==> config.mk <==
export PLATFORM = sky130hd
export DESIGN_NAME = carregador_matrizes
export DESIGN_NICKNAME = d
export VERILOG_FILES = /design/src/rtl/carregador_matrizes.sv
export SDC_FILE = /design/constraint.sdc
export NUM_CORES = 1
export LEC_CHECK = 0
export ABC_CLOCK_PERIOD_IN_PS = 2300
export CAP_MARGIN = 30
export CORE_ASPECT_RATIO = 1.25
export CORE_MARGIN = 3
export CORE_UTILIZATION = 25
export CTS_BUF_LIST = sky130_fd_sc_hd__clkbuf_8
export DETAILED_ROUTE_END_ITERATION = 7
export SYNTH_ARGS = -nofsm -noshare
export SYNTH_HDL_FRONTEND = slang
export SYNTH_SLANG_ARGS = --single-unit
==> constraint.sdc <==
create_clock -name clk -period 2.3 [get_ports clk]
set_input_delay 0.23 -clock clk [delete_from_list [all_inputs] [get_ports clk]]
set_output_delay 0.23 -clock clk [all_outputs]
set_load 0.02 [all_outputs]
==> src/rtl/carregador_matrizes.sv <==
// Loads a header, two 5x5 operand matrices and an optional scalar from a byte stream, then holds them for the operation unit.
// Latency: saida_valida rises one cycle after the final byte; the stream is stalled (dado_pronto=0) until saida_aceita.
module carregador_matrizes #(
    parameter int N_ELEM = 25,
    parameter int LARG   = 8
) (
    input  logic                     clk,
    input  logic                     rst_n,
    input  logic [LARG-1:0]          dado_in,
    input  logic                     dado_valido,
    output logic                     dado_pronto,
    input  logic                     cancelar,
    output logic [2:0]               operacao,
    output logic [0:N_ELEM*LARG-1]   matriz_a,
    output logic [0:N_ELEM*LARG-1]   matriz_b,
    output logic signed [LARG-1:0]   escalar,
    output logic                     saida_valida,
    input  logic                     saida_aceita,
    output logic                     erro
);

    localparam int CW = (N_ELEM > 1) ? $clog2(N_ELEM) : 1;
    localparam logic [CW-1:0] ULTIMO = CW'(N_ELEM - 1);

    typedef enum logic [2:0] {
        OCIOSO,
        RECEBE_A,
        RECEBE_B,
        RECEBE_ESC,
        ENTREGA
    } estado_t;

    estado_t                   estado_q, estado_d;
    logic [CW-1:0]             cnt_q, cnt_d;
    logic [2:0]                op_q, op_d;
    logic [0:N_ELEM*LARG-1]    ma_q, ma_d;
    logic [0:N_ELEM*LARG-1]    mb_q, mb_d;
    logic signed [LARG-1:0]    esc_q, esc_d;
    logic                      erro_q, erro_d;
    logic                      transf;

    assign dado_pronto  = (estado_q != ENTREGA);
    assign saida_valida = (estado_q == ENTREGA);
    assign transf       = dado_valido && dado_pronto;
    assign operacao     = op_q;
    assign matriz_a     = ma_q;
    assign matriz_b     = mb_q;
    assign escalar      = esc_q;
    assign erro         = erro_q;

    always_comb begin
        estado_d = estado_q;
        cnt_d    = cnt_q;
        op_d     = op_q;
        ma_d     = ma_q;
        mb_d     = mb_q;
        esc_d    = esc_q;
        erro_d   = 1'b0;

        // An abort wins over any byte or handoff in the same cycle; latched operands are kept.
        if (cancelar && (estado_q != OCIOSO)) begin
            estado_d = OCIOSO;
            cnt_d    = '0;
        end else begin
            case (estado_q)
                OCIOSO: begin
                    if (transf) begin
                        if (dado_in[2:0] <= 3'd5) begin
                            op_d     = dado_in[2:0];
                            mb_d     = '0;
                            esc_d    = '0;
                            cnt_d    = '0;
                            estado_d = RECEBE_A;
                        end else begin
                            erro_d = 1'b1;
                        end
                    end
                end
                RECEBE_A: begin
                    if (transf) begin
                        ma_d[LARG*int'(cnt_q) +: LARG] = dado_in;
                        if (cnt_q == ULTIMO) begin
                            cnt_d = '0;
                            case (op_q)
                                3'd2:       estado_d = RECEBE_ESC;
                                3'd3, 3'd4: estado_d = ENTREGA;
                                default:    estado_d = RECEBE_B;
                            endcase
                        end else begin
                            cnt_d = cnt_q + 1'b1;
                        end
                    end
                end
                RECEBE_B: begin
                    if (transf) begin
                        mb_d[LARG*int'(cnt_q) +: LARG] = dado_in;
                        if (cnt_q == ULTIMO) begin
                            cnt_d    = '0;
                            estado_d = ENTREGA;
                        end else begin
                            cnt_d = cnt_q + 1'b1;
                        end
                    end
                end
                RECEBE_ESC: begin
                    if (transf) begin
                        esc_d    = $signed(dado_in);
                        estado_d = ENTREGA;
                    end
                end
                ENTREGA: begin
                    if (saida_aceita) begin
                        estado_d = OCIOSO;
                    end
                end
                default: begin
                    estado_d = OCIOSO;
                    cnt_d    = '0;
                end
            endcase
        end
    end

    always_ff @(posedge clk) begin
        if (!rst_n) begin
            estado_q <= OCIOSO;
            cnt_q    <= '0;
            op_q     <= '0;
            ma_q     <= '0;
            mb_q     <= '0;
            esc_q    <= '0;
            erro_q   <= 1'b0;
        end else begin
            estado_q <= estado_d;
            cnt_q    <= cnt_d;
            op_q     <= op_d;
            ma_q     <= ma_d;
            mb_q     <= mb_d;
            esc_q    <= esc_d;
            erro_q   <= erro_d;
        end
    end

endmodule

; After elaboration in Yosys (flattened, before gate mapping)
; Cells that the tools add are included.
; Widths: inputs -> output; s select.
[totals]
ff_bits = 420
wordCells = 79
[op_classes]
bitwise_logic = 6
reduce_logical = 17
add_sub_neg = 2
muxes = 26
eq_ne = 18
shifts = 2
magnitude_cmp = 1
[op_table]
columns = cell, count
row1 = $mux 200, 3
row2 = $bwmux 200, 2
row3 = $pmux 200 s2, 1
row4 = $shift 201x33->200 const A, 1
row5 = $shiftx 201x33->200, 1
row6 = $neg 32->33, 1
row7 = $not 8->32, 1
row8 = $mux 3, 8
row9 = $mux 8, 3
row10 = $mux 5, 4
row11 = $pmux 8 s2, 1
row12 = $pmux 3 s5, 1
row13 = $pmux 5 s3, 1
row14 = $ne 2x2->1 const B, 7
row15 = $eq 3x2->1 const B, 4
row16 = $reduce_and 5->1, 2
row17 = $reduce_and 4->1, 2
row18 = $reduce_and 8->1, 1
row19 = $reduce_or 2->1, 4
row20 = $eq 3x3->1 const B, 2
row21 = $pmux 3 s2, 1
row22 = $add 5x1->5 const B, 1
row23 = $eq 5x5->1 const B, 1
row24 = $not 1->1, 5
row25 = 11 further kinds, 14

; Logic depth before layout (Yosys ltp)
[depth]
word_depth = 6
mapped_depth = 9
depth_no_buf = 6

; Least setup slack after synthesis
; No wires, ideal clock.
[synth_path]
kind = flip-flop to flip-flop
start = register cnt_q[0]
end = register mb_q (netlist bit matriz_b[176])
setup_slack_ps = -2
stages_incl_launch_ff = 9
required_ps = 2230
arrival_time_ps = 2231
synth_period_minus_slack_ps = 2302
setup_ps = 70
cell_sequence = dfxtp_1 > clkbuf_1 > inv_1 > ha_1 > nand2b_1 > clkbuf_1 > o21ai_0 > a21boi_1 > o2bb2ai_1
[synth_between]
elab_chain_cells = 6
elab_cells_between_ends = 7
[synth_lines]
columns = item, line_no
row1 = "start, declared", 34  ; logic [CW-1:0] cnt_q, cnt_d;
row2 = "start signal, assigned", 135  ; cnt_q <= cnt_d;
row3 = $not 8->32 (implied by the code) *, 96  ; mb_d[LARG*int'(cnt_q) +: LARG] = dado_in;
row4 = $neg 32->33 *, 96
row5 = $shiftx 201x33->200 / $shift 201x33->200 (equally long branches), 96
row6 = $bwmux 200 *, 96
row7 = $mux 200 *, 95  ; if (transf) begin
row8 = $pmux 200 s2 *, 65  ; case (estado_q)
row9 = "end signal, assigned", 138  ; mb_q <= mb_d;
row10 = "end, declared", 37  ; logic [0:N_ELEM*LARG-1] mb_q, mb_d;
; Mark *: on every way between the ends. The rest lies on a longest branch, timed or not. The select of a mux whose other input is x is not followed.
; A chain may end at the register's enable or synchronous reset.

; Worst setup path after layout
[layout_path]
start = register cnt_q[2]
end = register mb_q (netlist bit matriz_b[90])
; Same word-level chain as after synthesis.

==> flow_summary.ini <==
[drt]
wirelength_um = 66900
drc = 0
via_count = 14300
drt-wirelength-per-cell_um = 22.1
ant_nets = 0
dr.pass1.iters = 5
viasPerCell = 4.71
drt_iter0_drc = 801

[setup_path]
reg2reg_depth = 7
worst_setup_path_start_kind = register
reg2reg_to = matriz_b[90]
reg2reg_from = cnt_q[2]
worstPathRequired_ns = 2.85
path_max_fanout = 8
endpoint_kind = register
arrival_ns = 2.70
reg2reg_slack_ns = 0.15
path_class = reg2reg

[yosys]
synthDistinctLibCells = 58
ys_async_sr_fraction = 0
synth_edf_count = 0
synth-seq-cells = 420
syn_area_per_cell_sq_um = 10.4
syn_inst = 1593
yosysTopAreaCell = dfxtp_1
synth_area_leaders = dfxtp_1 (51%), o2bb2ai_1 (9.4%), mux2i_1 (8.7%)
yosysSeqAreaShare = 0.505
ys.warnings.count = 0
synth_common_cells = dfxtp_1 (420), o2bb2ai_1 (178), nor2b_1 (155), mux2i_1 (145), nand2_1 (102)
synth_top_area_frac = 0.505
ys.flop_type = dfxtp_1
synth_area_sq_um = 16600
synth_nets = 1612
post-synth-top-count-cell = dfxtp_1

[sta]
slew_headroom = 0.488
setup_slack_ns = 0.145
skew_ns = 0.0298
finalSetupViolCount = 0
finalCritPeriodShare = 0.937
finalHoldViolCount = 0
rsz0062_at_grt = no
fmax_mhz = 464
slew_violations = 0
worst_pin_slew_ns = 0.766
finalCriticalPeriod_ns = 2.15
hold-worst-slack_ns = 0.228

[global_route]
gr-total-overflow = 0
met1_usage = 0.209
grt_max_degree = 65
grtUsageTotal = 0.185
antenna_found_initial = 7
grt_use_met3 = 0.0551
grt_pass1_vias = 14800
grt-busiest-layer = met2
use_met2 = 0.324
grt_pass1_wl_um = 97500

[cts]
clk_pin_slew_ns = 0.06
cts_max_path_buffers = 3
cts.htree.levels = 3
clk_latency_ns = 0.65
cts_tree = built
cts_setup_buffers = 0
cts-root-buf = clkbuf_8
clock-sinks = 420
cts_buffers = 72

[pwr]
p_per_area_nw_per_um2 = 628
p_leak_nw = 7.90
p_sw_frac = 0.242
seqPwrFrac = 0.476
pwr-share-clk = 0.473
pwr-share-comb = 0.050
p_switching_mw = 3.71
vdd_ir_drop_max_mv = 0.361
p_int_mw = 11.6
power_mw = 15.3

[min_path]
whs_endpoint = matriz_a[192]
worstHoldPathCells = 5
hold_path_class = in2reg
hold_start = cancelar

[final_layout]
drive_gt1_frac = 0.140
multi_input_area_sq_um = 7840
utilization = 0.371
nFillCells = 6496
design_area_sq_um = 24400
nets = 2136
regArea_sq_um = 8410
syn_to_final_growth_pct = 46.6

[placement]
gp_congestion = 0.836
port_buffers = 426
place_ws_ns = -0.0514
placed_area_sq_um = 22800
post-dp-hpwl_um = 49400

[floorplanning]
fp.dieH_um = 294
die_w_um = 237
rows = 105
core_area_sq_um = 65800
io_pins = 427
initial_core_util = 0.253
die_area_sq_um = 69700

[flow_run]
drv_cap = 0

[status]
outcome = completed
worst max-delay path, stage by stage (launching register included):
cell and delay [ns]:
dfxtp_1 0.52, inv_2 0.14, ha_1 0.24, buf_4 0.15, nand3b_1 0.13, nand2_1 0.08
a21boi_1 0.62, o2bb2ai_1 0.19
sequential cells by signal, indices dropped and copies added, names as in the netlist:
register  count
operacao      3
matriz_a    200
erro          1
escalar       8
matriz_b    200
estado_q      3
cnt_q         5
layout by cell type (no fill, tap or decap), types with 52 or more instances in the layout:
cell,synthesis,final
a21boi_0,52,52
nor2b_1,155,155
clkbuf_8,0,89
clkdlybuf4s50_1,0,422
dfxtp_1,420,418
nand2_1,102,102
nand2b_1,83,83
buf_4,0,97
mux2i_1,145,145
nand3_1,61,61
nor2_1,84,84
o2bb2ai_1,178,178
cell families (layout without fill, tap and decap cells):
kind of cell,after synthesis,after routing,share of synthesized area
compound gates,330,330,0.164
fa+ha+maj,6,6,0.00451
other cells,0,5,0
flops,420,420,0.505
mux,145,145,0.0872
xor+xnor,1,1,0.000526
simple gates,586,586,0.211
buf+inv,105,681,0.0269
area by class of cell:
| class | instances | share of cell area |
|---|---|---|
| Clock buffer | 89 | 0.0502 |
| Tap cell | 856 | 0.0439 |
| Inverter | 5 | 0.000769 |
| Timing Repair Buffer | 550 | 0.226 |
| Clock inverter | 37 | 0.0127 |
| Multi-Input combinational cell | 1068 | 0.321 |
| Sequential cell | 420 | 0.345 |
| Antenna cell | 5 | 0.000513 |
through the flow:
step           TNS [ns]  std cells
6_report              0       3030
5_1_grt               0       3027
4_1_cts               0       3025
3_5_place_dp     -0.755       2898
3_3_place_gp   -0.00683       2898
2_1_floorplan         0       1593
routing by layer:
| layer | up-vias | wire length (um) |
|---|---|---|
| met5 | - | 31 |
| li1 | 6764 | - |
| met2 | 502 | 33300 |
| met3 | 125 | 4900 |
| met1 | 6884 | 26100 |
| met4 | 4 | 2570 |
worst max-delay path by stage:
stage | from | endpoint | slack, ns | depth (start not counted)
floorplan | cnt_q[0] | matriz_b[0] | 0.0001 | 8
global placement | dado_valido | matriz_b[152] | -0.004 | 6
detailed placement | dado_valido | matriz_b[98] | -0.05 | 6
CTS | cnt_q[0] | matriz_a[28] | 0.04 | 7
global route | estado_q[2] | matriz_b[98] | 0.02 | 6
finish | cnt_q[2] | matriz_b[90] | 0.15 | 7
what timing repair did:
action,in CTS,in global routing
gates resized for setup,4,3
hold buffers,1,0
cloned,0,0
pin swaps,0,1
setup endpoints to repair,2,13
endpoints found under the hold margin,34,0
power groups by stage:
| stage | sequential, mW | clock, mW | combinational (mW) |
|---|---|---|---|
| 2_1_floorplan | 7.46 | 0 | 0.398 |
| 3_3_place_gp | 7.45 | 0 | 0.763 |
| 3_5_place_dp | 7.46 | 0 | 0.775 |
| 4_1_cts | 7.30 | 7.51 | 0.777 |
| 5_1_grt | 7.29 | 7.78 | 0.815 |
| 6_report | 7.30 | 7.25 | 0.770 |
No activity file was read; power rests on OpenSTA's default activity.
